--- src/rtl/blvds_transmitter.sv ---
// Frame-building serializer for the 18-bit BLVDS link: wraps FIFO samples into framed packets with checksums.
// Latency: one registered link word per clock; FH1 appears the cycle after iSTART is accepted.
// Backpressure: waits (sending fill) until a whole packet is in the FIFO, then streams it without gaps.
//
// Ports:
//   iCLK, iRST                : clock, asynchronous active-high reset
//   iSTART + iFORMAT..iSAMPLE_NUM : frame request and frame parameters (latched on accept)
//   iRD_DATA/iRD_EMPTY/iRD_USEDW, oRD_REQ : show-ahead FIFO read side
//   oDATA_BLVDS               : registered 18-bit link word
//   oREADY/oBUSY/oDONE/oUNDERFLOW : status
module blvds_transmitter #(
  parameter logic [7:0] IDLE_WORDS = 8'd128
) (
  input  logic        iCLK,
  input  logic        iRST,
  input  logic        iSTART,
  input  logic [2:0]  iFORMAT,
  input  logic [7:0]  iPACK_NUM,
  input  logic [3:0]  iCHANNELS,
  input  logic [7:0]  iPACK_SIZE,
  input  logic [15:0] iSAMPLE_NUM,
  input  logic [15:0] iRD_DATA,
  input  logic        iRD_EMPTY,
  input  logic [15:0] iRD_USEDW,
  output logic        oRD_REQ,
  output logic [17:0] oDATA_BLVDS,
  output logic        oREADY,
  output logic        oBUSY,
  output logic        oDONE,
  output logic        oUNDERFLOW
);

  localparam logic [17:0] SYNC_WORD = 18'h3FE00;
  localparam logic [17:0] FILL_WORD = 18'h00000;

  // The state names the word currently on oDATA_BLVDS.
  typedef enum logic [3:0] {
    S_IDLE, S_FH1, S_FH2, S_WAIT, S_PH1, S_PH2, S_DATA, S_PE1, S_PE2, S_FE1, S_FE2
  } state_t;

  state_t      state;
  state_t      nxt_state;
  logic [17:0] nxt_word;

  logic [2:0]  format_q;
  logic [7:0]  pack_num_q;
  logic [3:0]  channels_q;
  logic [7:0]  pack_size_q;
  logic [15:0] sample_num_q;

  logic [1:0]  frame_cnt;
  logic [4:0]  pack_cnt;   // wrapping packet number carried in PH1
  logic [7:0]  pack_done;  // packets completed in this frame
  logic [16:0] word_cnt;   // data words sent in this packet, including the current one
  logic [15:0] pcrc;
  logic [17:0] fcrc;
  logic [7:0]  gap;

  logic        start_acc;
  logic [16:0] pkt_len;
  logic        fifo_ok;
  logic [7:0]  gap_inc;

  assign pkt_len   = {1'b0, sample_num_q} + 17'd8;
  assign fifo_ok   = ({1'b0, iRD_USEDW} >= pkt_len);
  assign start_acc = iSTART && oREADY && (state == S_IDLE);
  assign gap_inc   = (gap >= IDLE_WORDS) ? gap : gap + 8'd1;

  // Next state and the word that will be registered onto the link at the next edge.
  always_comb begin
    nxt_state = state;
    case (state)
      S_IDLE: if (start_acc) nxt_state = S_FH1;
      S_FH1:  nxt_state = S_FH2;
      S_FH2,
      S_WAIT: nxt_state = fifo_ok ? S_PH1 : S_WAIT;
      S_PH1:  nxt_state = S_PH2;
      S_PH2:  nxt_state = S_DATA;
      S_DATA: nxt_state = (word_cnt == pkt_len) ? S_PE1 : S_DATA;
      S_PE1:  nxt_state = S_PE2;
      // The last packet goes straight to the frame epilog; no fill in between.
      S_PE2:  nxt_state = (pack_done == pack_num_q) ? S_FE1 :
                          (fifo_ok ? S_PH1 : S_WAIT);
      S_FE1:  nxt_state = S_FE2;
      S_FE2:  nxt_state = S_IDLE;
      default: nxt_state = S_IDLE;
    endcase

    nxt_word = SYNC_WORD;
    case (nxt_state)
      S_IDLE: nxt_word = SYNC_WORD;
      // FH1 is only entered from IDLE, so the live inputs are the frame parameters.
      S_FH1:  nxt_word = {2'b11, 3'b000, iFORMAT, frame_cnt, iPACK_NUM};
      S_FH2:  nxt_word = {2'b11, 3'b001, 1'b0, channels_q, pack_size_q};
      S_WAIT: nxt_word = FILL_WORD;
      S_PH1:  nxt_word = {2'b11, 3'b010, pack_cnt, sample_num_q[15:8]};
      S_PH2:  nxt_word = {2'b11, 3'b011, 5'd0, sample_num_q[7:0]};
      S_DATA: nxt_word = iRD_EMPTY ? FILL_WORD : {2'b00, iRD_DATA};
      S_PE1:  nxt_word = {2'b11, 3'b110, 5'd0, ~pcrc[15:8]};
      S_PE2:  nxt_word = {2'b11, 3'b111, 5'd0, ~pcrc[7:0]};
      S_FE1:  nxt_word = {2'b11, 3'b100, 5'd0, ~fcrc[15:8]};
      S_FE2:  nxt_word = {2'b11, 3'b101, 5'd0, ~fcrc[7:0]};
      default: nxt_word = SYNC_WORD;
    endcase
  end

  // Pop on the same edge that registers the data word.
  assign oRD_REQ = (nxt_state == S_DATA) && !iRD_EMPTY;

  always_ff @(posedge iCLK or posedge iRST) begin
    if (iRST) begin
      state        <= S_IDLE;
      oDATA_BLVDS  <= SYNC_WORD;
      oREADY       <= 1'b0;
      oBUSY        <= 1'b0;
      oDONE        <= 1'b0;
      oUNDERFLOW   <= 1'b0;
      format_q     <= '0;
      pack_num_q   <= '0;
      channels_q   <= '0;
      pack_size_q  <= '0;
      sample_num_q <= '0;
      frame_cnt    <= '0;
      pack_cnt     <= '0;
      pack_done    <= '0;
      word_cnt     <= '0;
      pcrc         <= '0;
      fcrc         <= '0;
      gap          <= '0;
    end else begin
      state       <= nxt_state;
      oDATA_BLVDS <= nxt_word;
      oDONE       <= 1'b0;

      if (state == S_IDLE) begin
        if (start_acc) begin
          format_q     <= iFORMAT;
          pack_num_q   <= iPACK_NUM;
          channels_q   <= iCHANNELS;
          pack_size_q  <= iPACK_SIZE;
          sample_num_q <= iSAMPLE_NUM;
          oREADY       <= 1'b0;
          oBUSY        <= 1'b1;
          oUNDERFLOW   <= 1'b0;
          pack_cnt     <= '0;
          pack_done    <= '0;
          pcrc         <= '0;
        end else begin
          gap    <= gap_inc;
          oREADY <= (gap_inc >= IDLE_WORDS);
        end
      end

      if (state == S_FE2) begin
        oDONE <= 1'b1;
        oBUSY <= 1'b0;
        gap   <= '0;
      end

      // Frame checksum covers every non-fill word from FH1 through the last PE2.
      case (nxt_state)
        S_FH1:  fcrc <= nxt_word;
        S_FH2, S_PH1, S_PH2, S_DATA, S_PE1, S_PE2: fcrc <= fcrc + nxt_word;
        default: ;
      endcase

      if (nxt_state == S_PH1)
        pcrc <= '0;

      if (nxt_state == S_DATA) begin
        // Underflow words are zero, so adding the sent word keeps the sum consistent.
        pcrc     <= pcrc + nxt_word[15:0];
        word_cnt <= (state == S_PH2) ? 17'd1 : word_cnt + 17'd1;
        if (iRD_EMPTY)
          oUNDERFLOW <= 1'b1;
      end

      if (nxt_state == S_PE2) begin
        pack_cnt  <= pack_cnt + 5'd1;
        pack_done <= pack_done + 8'd1;
      end

      if (nxt_state == S_FE2)
        frame_cnt <= frame_cnt + 2'd1;
    end
  end

endmodule

--- config.mk ---
export PLATFORM = sky130hd
export DESIGN_NAME = blvds_transmitter
export DESIGN_NICKNAME = d
export VERILOG_FILES = /design/src/rtl/blvds_transmitter.sv
export SDC_FILE = /design/constraint.sdc
export NUM_CORES = 1
export LEC_CHECK = 0
export CAP_MARGIN = 0
export CORE_AREA = 10 10 149 255
export CTS_BUF_LIST = sky130_fd_sc_hd__clkbuf_4 sky130_fd_sc_hd__clkbuf_8
export DETAILED_ROUTE_END_ITERATION = 10
export DIE_AREA = 0 0 159 265
export PLACE_DENSITY = 0.43
export SYNTH_ARGS = -nofsm -noshare
export SYNTH_HDL_FRONTEND = slang
export SYNTH_SLANG_ARGS = --single-unit
--- constraint.sdc ---
create_clock -name iCLK -period 14.1 [get_ports iCLK]
set_input_delay 2.82 -clock iCLK [delete_from_list [all_inputs] [get_ports iCLK]]
set_output_delay 2.82 -clock iCLK [all_outputs]
set_load 0.005 [all_outputs]
=== Yosys cells after proc, flatten, opt, wreduce, memory -nomap -nowiden ===
Cells that the tools add are included.

* Word-level logic and storage cells: 106
* Bits in registers: 136
* Input port bits: 75
* Output and inout bits: 23

* Reductions and logical operators: 19
* Mux-type cells: 32
* $add $sub $neg: 8
* Eq/ne operators: 23
* Bitwise operators: 4
* Magnitude comparators: 3

{| class="wikitable"
|+ Operators by type and width
! cell !! count
|-
| $pmux 18 s10 || 1
|-
| $mux 16 || 5
|-
| $mux 8 || 7
|-
| $pmux 18 s2 || 1
|-
| $pmux 4 s9 || 1
|-
| $eq 4x3->1 const B || 8
|-
| $not 8->8 || 4
|-
| $eq 4x4->1 const B || 6
|-
| $add 18x18->18 || 1
|-
| $add 16x4->17 const B || 1
|-
| $add 17x1->17 const B || 1
|-
| $eq 17x17->1 || 1
|-
| $ge 16x17->1 || 1
|-
| $mux 17 || 1
|-
| $add 16x16->16 || 1
|-
| $add 8x1->8 const B || 2
|-
| $eq 4x2->1 const B || 4
|-
| $ge 8x8->1 const B || 2
|-
| $mux 5 || 3
|-
| $mux 1 || 10
|-
| $reduce_and 2->1 || 5
|-
| $reduce_bool 2->1 || 5
|-
| $eq 4x1->1 const B || 2
|-
| $eq 8x8->1 || 1
|-
| 11 further kinds || 15
|}

=== Longest topological paths before layout ===
Gate-level depths: netlist of run 1.

* Depth in word-level cells: 9
* Mapped depth: 32
* Depth with buffers taken out: 30

=== Worst setup path before layout of run 1 ===
No wires, ideal clock.

* Kind: input to output
* Start point: input iRD_USEDW[6]
* End point: output oRD_REQ
* Slack: 6227 ps
* Arrival: 5053 ps
* Required time: 11280 ps
* Cell stages on the path: 12
* Cell sequence: ha_1 > nand4_1 > nor4_1 > a21oi_1 > o21ai_1 > and3_1 > clkbuf_1 > a21oi_1 > inv_1 > nand4_2 > nor2_2 > buf_2

* Word-level cells in the longest chain between the ends: 6

{| class="wikitable"
|+ Ends and longest elaborated chain
! what !! line !! text
|-
| start: declaration || 24 || <nowiki>input logic [15:0] iRD_USEDW,</nowiki>
|-
| $ge 16x17->1 (*) || 65 || <nowiki>assign fifo_ok = ({1'b0, iRD_USEDW} >= pkt_len);</nowiki>
|-
| $mux 3 (*) || 76, 83 ||
|-
| $mux 4 || 82 || <nowiki>S_PE2: nxt_state = (pack_done == pack_num_q) ? S_FE1 :</nowiki>
|-
| $pmux 4 s9 (*) || 72 || <nowiki>case (state)</nowiki>
|-
| named net nxt_state[2] || 42 || <nowiki>state_t nxt_state;</nowiki>
|-
| $eq 4x3->1 (*) || 108 || <nowiki>assign oRD_REQ = (nxt_state == S_DATA) && !iRD_EMPTY;</nowiki>
|-
| $logic_and 1x1->1 (*) || 108 ||
|-
| end: declaration || 25 || <nowiki>output logic oRD_REQ,</nowiki>
|}

Mark *: on every way through the listed nets, which the timed path passes. The rest lies on a longest branch.

=== Worst setup path after layout of run 1 ===
Same ends and word-level chain as after synthesis.

==> results.py, run 1 <==
metrics = {
    "run_status": {
        "status": "complete, no violations",
    },
    "global_route": {
        "busiest_layer": "met2",
        "grt_max_degree": 75,
        "grt_pass1_wl_mm": 48.2,
        "grtUsageMet2": 0.286,
        "antenna_found_initial": 2,
        "gr-usage-all-layers": 0.150,
        "use_met1": 0.152,
        "overflow": 0,
        "grtUsageMet3": 0.0233,
        "grt_pass1_vias": 7891,
    },
    "placed_design": {
        "dpl.hpwl_mm": 24.5,
        "io_buffer_count": 97,
        "dp_cells": 1474,
        "routabilityCongestion": 0.880,
        "dpl_cell_area_sq_um": 9750,
    },
    "timing": {
        "whs_ns": 0.481,
        "slew_headroom": 0.291,
        "fin_crit_ns": 10.51,
        "worst-slew-pin-transition_ns": 1.06,
        "setup_viol": 0,
        "report.final.slew_viol_count": 0,
        "finalClockSkew_ns": 0.0157,
        "rsz0062_at_grt": "no",
        "hold_viol_final": 0,
        "fin_tns_setup_ns": 0,
        "fmax_ghz": 0.0952,
        "post-route-period-util": 0.745,
    },
    "logic_synthesis": {
        "synth_top_flop_cell": "dfrtp_1",
        "ys_ff_latch": 133,
        "syn_avg_cell_area_sq_um": 8.69,
        "synth_area_sq_um": 8300,
        "synth_nets": 1084,
        "seq_area_frac_synth": 0.402,
        "synth_edf_count": 0,
        "async_flop_share": 1.00,
        "ys_types": 67,
        "syn_inst": 955,
        "yosys_warnings": 0,
    },
    "finish": {
        "drive_above_1_share": 0.0638,
        "fin_util": 0.304,
        "finalNonFillerCells": 1507,
        "design_area_sq_um": 10200,
        "fin_nets": 1167,
        "area_delta_synth_final_pct": 22.8,
        "final_common_cell": "nand2_1",
        "final_cell_mix": "nand2_1, dfrtp_1, clkdlybuf4s50_1",
    },
    "power": {
        "power.density_nw_per_um2": 232,
        "pwr-share-seq": 0.307,
        "leakage_nw": 4.45,
        "pwr-share-clk": 0.155,
        "p_sw_w": 0.00109,
        "ir_drop_mv": 0.0884,
        "swShare": 0.461,
        "pwr-share-comb": 0.539,
        "cell_internal_pwr_w": 0.00127,
    },
    "detailed_routing": {
        "avgViaCountPerCell": 4.98,
        "route.detailed.drc": 0,
        "firstDrtPassIters": 5,
        "wire_per_inst_um": 21.1,
        "postRouteAntennaNets": 0,
        "drt-initial-drc-count": 420,
        "wl_mm": 31.8,
        "num_vias": 7508,
    },
    "setup_path": {
        "max_stage_delay_ns": 0.93,
        "crit_family": "simple AND/OR/NAND/NOR gates",
        "crit_end": "oRD_REQ",
        "regToRegSetupSlack_ns": 5.26,
        "r2r_start": "sample_num_q[3]",
        "worstPathCellList": "clkdlybuf4s50_1, ha_1, nand4_1, nor4_1, a21oi_1, o21ai_1, and3_1, a21oi_1, inv_1, nand4_2, nor2_2, clkdlybuf4s50_1",
        "crit_start": "iRD_USEDW[6]",
        "cp_slowest_cell": "nor2_2",
        "crit_required_ns": 11.28,
        "start_kind": "input pin",
        "cp-end-kind": "output port",
        "cp.arrival_ns": 7.69,
        "worst-path-max-fanout": 17,
        "r2r_cells": 28,
        "cp.depth": 12,
        "crit_buf_inv": 3,
        "r2r-end": "pcrc[15]",
        "critical_path_class": "in -> out",
    },
    "cts": {
        "ctsHoldBuffers": 0,
        "cts_tree": "built",
        "cts.htree.levels": 4,
        "numCtsBuffers": 17,
        "cts-resized-gates": 0,
        "worstSkewPairLatency_ns": 0.49,
        "cts_setup_buffers": 0,
        "cts-root-buf": "clkbuf_8",
        "cts.sinks": 133,
        "clock_path_buffers": 2,
        "clk_pin_slew_ns": 0.08,
    },
    "floorplanning": {
        "io_pins": 98,
        "start_util": 0.248,
        "die_h_um": 265,
        "rows": 89,
        "die_area_sq_um": 42100,
        "die_x_um": 159,
        "core_area_sq_um": 33500,
    },
    "hold_path": {
        "hp-class": "reg -> reg",
    },
    "job": {
        "cap_viol_max_count": 0,
    },
}
-- cell type report --
cell class,instances,area [sq um]
antenna,2,5.00
clock buffer,21,283
clock inverter,10,153
fill,3611,23300
inverter,19,76.3
multi-input combinational,761,4730
sequential,133,3340
tap,455,569
timing repair buffer,106,1040
-- power by group through the flow --
stage,Clock (W),Sequential [W],Combinational [W]
floorplan,0,0.000624,0.000937
global placement,0,0.000730,0.00127
detailed placement,0,0.000731,0.00128
CTS,0.000379,0.000725,0.00128
global route,0.000393,0.000742,0.00142
finish,0.000366,0.000724,0.00127
-- worst reg2reg max path, delay by kind of cell, from the launching register on --
family	cells	cell delay, ns
and+or+nand+nor	11	3.76
adders and majority gates	3	1.04
xor gates and xnor gates	1	0.14
AOI/OAI and AO/OA	12	2.93
DFF	1	0.62
buffers and inverters	1	0.24
-- synth_stat cells (all sizes together) (16+ instances only) --
cell	count	area share
and3	17	0.013
nand2	203	0.092
nand4	29	0.023
o21ai	60	0.036
inv	19	0.0086
nor2	71	0.033
o211ai	20	0.018
nor3	16	0.0096
xnor2	38	0.040
nand3	28	0.017
dfrtp	125	0.38
ha	52	0.078
buf	16	0.010
xor2	41	0.043
clkbuf	26	0.012
a21oi	39	0.024
-- registers in the layout, summed over array words and instances (netlist names) --
register	flops
pack_size_q	8
sample_num_q	16
pack_cnt	5
gap	8
state	4
fcrc	16
oDATA_BLVDS	17
oREADY	1
frame_cnt	2
pack_done	8
oUNDERFLOW	1
pcrc	16
oBUSY	1
channels_q	4
word_cnt	17
oDONE	1
pack_num_q	8
-- worst min-delay path by stage --
stage                 start  cells past startpoint            to
5_1_grt        frame_cnt[1]                      1  frame_cnt[1]
3_5_place_dp   frame_cnt[1]                      1  frame_cnt[1]
4_1_cts        frame_cnt[1]                      1  frame_cnt[1]
2_1_floorplan  frame_cnt[1]                      1  frame_cnt[1]
6_report       frame_cnt[1]                      1  frame_cnt[1]
3_3_place_gp   frame_cnt[1]                      1  frame_cnt[1]
-- routing by layer --
layer	vias to the layer above	wire, um
met4	0	1440
met3	52	874
met1	3729	12000
met5	-	0
li1	3575	-
met2	152	17500
-- logic make-up (layout without fill, tap and decap cells) --
group           after synthesis  after routing  share of synthesized area
mux                           6              6                    0.00723
buf+inv                      61            156                     0.0306
fa+ha+maj                    54             54                     0.0832
flops                       133            133                      0.402
xor+xnor                     79             79                     0.0833
compound gates              210            210                      0.165
other cells                   0              2                          0
simple gates                412            412                      0.228
-- through the flow --
step	setup WS (ns)	total power, W
after floorplan	6.23	0.00156
after global placement	3.70	0.00200
after detailed placement	3.61	0.00201
after CTS	3.60	0.00239
after global routing	3.26	0.00256
final	3.59	0.00236
No activity file was read; power rests on OpenSTA's default activity.
==> inputs of run 2 (changes only) <==
Settings changed: PLACE_DENSITY 0.43 to 0.44.
Clock period 14.1 ns to 9.2 ns, I/O delays scaled along.
==> run 2 against run 1 <==
Against the previous run: sequential share of layout area decreased by 0.064 points; non-clock buffer count increased by 3; sequential cell count unchanged; critical path type is now reg -> out; critical endpoint unchanged; largest power group unchanged.
==> results.py, run 2 (synthesized netlist as in run 1, its figures left out) <==
metrics = {
    "run_status": {
        "status": "complete, no violations",
    },
    "global_route": {
        "grt_pass1_vias": 7907,
        "overflow": 0,
        "gr-usage-all-layers": 0.147,
        "grt_pass1_wl_mm": 47.4,
        "antenna_found_initial": 2,
        "grt_max_degree": 98,
    },
    "finish": {
        "final_cell_mix": "nand2_1, dfrtp_1, clkdlybuf4s50_1",
        "largestRegisters": "oDATA_BLVDS x17, word_cnt x17",
        "area_delta_synth_final_pct": 23.0,
        "fin_nets": 1170,
        "final.fill_count": 3576,
        "final_common_cell": "nand2_1",
        "drive_above_1_share": 0.0674,
    },
    "setup_path": {
        "worstPathCellList": "ha_1, nand3_1, nor2_1, and4_1, xnor2_1, ha_1, nand4_1, nor4_1, a21oi_1, o21ai_1, and3_1, buf_4, a21oi_1, inv_1, nand4_2, nor2_2, buf_4, clkdlybuf4s50_1",
        "critical_path_class": "reg -> out",
        "r2r_cells": 29,
        "cp_slowest_cell": "dfrtp_1",
        "start_kind": "flip-flop",
        "crit_start": "sample_num_q[3]",
        "cp-end-kind": "output port",
        "regToRegSetupSlack_ns": 1.56,
        "r2r_start": "sample_num_q[3]",
        "crit_end": "oRD_REQ",
        "cp.depth": 18,
        "max_stage_delay_ns": 0.66,
        "r2r-end": "pcrc[15]",
        "cp.arrival_ns": 5.89,
        "crit_buf_inv": 4,
        "worst-path-max-fanout": 16,
        "crit_family": "simple AND/OR/NAND/NOR gates",
        "crit_required_ns": 7.36,
    },
    "placed_design": {
        "routabilityCongestion": 0.849,
        "dpl.hpwl_mm": 23.8,
        "io_buffer_count": 97,
    },
    "hold_path": {
        "hold_depth": 1,
        "hp-class": "reg -> reg",
    },
    "floorplanning": {
        "die_x_um": 159,
        "die_area_sq_um": 42100,
        "core_area_sq_um": 33500,
        "io_pins": 98,
        "die_h_um": 265,
        "start_util": 0.248,
        "rows": 89,
    },
    "detailed_routing": {
        "num_vias": 7506,
        "wl_mm": 31.1,
        "postRouteAntennaNets": 0,
        "route.detailed.drc": 0,
        "avgViaCountPerCell": 4.97,
        "wire_per_inst_um": 20.6,
        "drt-initial-drc-count": 416,
        "firstDrtPassIters": 5,
    },
    "timing": {
        "worst-slew-pin-transition_ns": 1.07,
        "slew_headroom": 0.285,
        "fin_tns_setup_ns": 0,
        "post-route-period-util": 0.840,
        "setup_viol": 0,
        "fin_crit_ns": 7.73,
        "finalClockSkew_ns": 0.0162,
        "report.final.slew_viol_count": 0,
        "fmax_ghz": 0.129,
        "rsz0062_at_grt": "no",
        "hold_viol_final": 0,
    },
    "cts": {
        "cts.sinks": 133,
        "cts-root-buf": "clkbuf_8",
        "cts_setup_buffers": 0,
        "clock_path_buffers": 2,
        "clk_pin_slew_ns": 0.09,
        "worstSkewPairLatency_ns": 0.49,
        "cts-resized-gates": 0,
        "cts.htree.levels": 4,
        "numCtsBuffers": 17,
        "cts_tree": "built",
        "ctsHoldBuffers": 0,
    },
    "power": {
        "power.density_nw_per_um2": 353,
        "ir_drop_mv": 0.143,
        "leakage_nw": 4.44,
        "power_w": 0.00361,
    },
    "job": {
        "cap_viol_max_count": 0,
    },
}
run 2: metal layers:
| metal | global-route usage | vias up | share of wire |
|---|---|---|---|
| met5 | 0 | - | 0 |
| met4 | 0.0922 | 0 | 0.055 |
| met3 | 0.0253 | 68 | 0.028 |
| met2 | 0.269 | 197 | 0.54 |
| met1 | 0.151 | 3667 | 0.38 |
| li1 | - | 3574 | - |
run 2: power breakdown:
group	internal, W	leakage, nW	total [W]	switching, W
logic	0.000833	2.53	0.00194	0.00111
registers	0.000813	1.70	0.00111	0.000298
clock network	0.000293	0.204	0.000555	0.000262
run 2: how the worst min path moves through the flow:
stage,from,endpoint
global placement,fcrc[15],fcrc[15]
detailed placement,fcrc[15],fcrc[15]
floorplan,frame_cnt[1],frame_cnt[1]
finish,fcrc[15],fcrc[15]
CTS,fcrc[15],fcrc[15]
global route,fcrc[15],fcrc[15]
run 2: per-stage QoR:
step                      setup slack [ns]  cell area [sq um]  utilization  instances  hold slack, ns
after global placement                1.19               9780        0.292       1477           0.461
after CTS                             1.39              10200        0.305       1509           0.485
after global routing                 0.777              10200        0.305       1511           0.504
final                                 1.47              10200        0.305       1511           0.490
after floorplan                       2.52               8300            -        955           0.445
after detailed placement              1.10               9780        0.292       1477           0.474
run 2: worst reg2reg max path: cells and delay by family (launching register included):
kind                     cells  cell delay [ns]
adder cells (fa/ha/maj)      3             1.01
flip-flops                   1             0.66
XOR/XNOR                     1             0.14
buffers and inverters        2             0.45
AND/OR/NAND/NOR             11             2.46
AO/OA/AOI/OAI               12             2.79
run 2: cell type report:
type	instances	area (sq um)	share of cell area
repair buffers	109	1060	0.104
well taps	455	569	0.0557
diodes	2	5.00	0.000490
clock inverters	11	150	0.0147
clock buffers	21	283	0.0277
flip-flops and latches	133	3340	0.327
multi-input cells	761	4730	0.463
inverters	19	76.3	0.00747
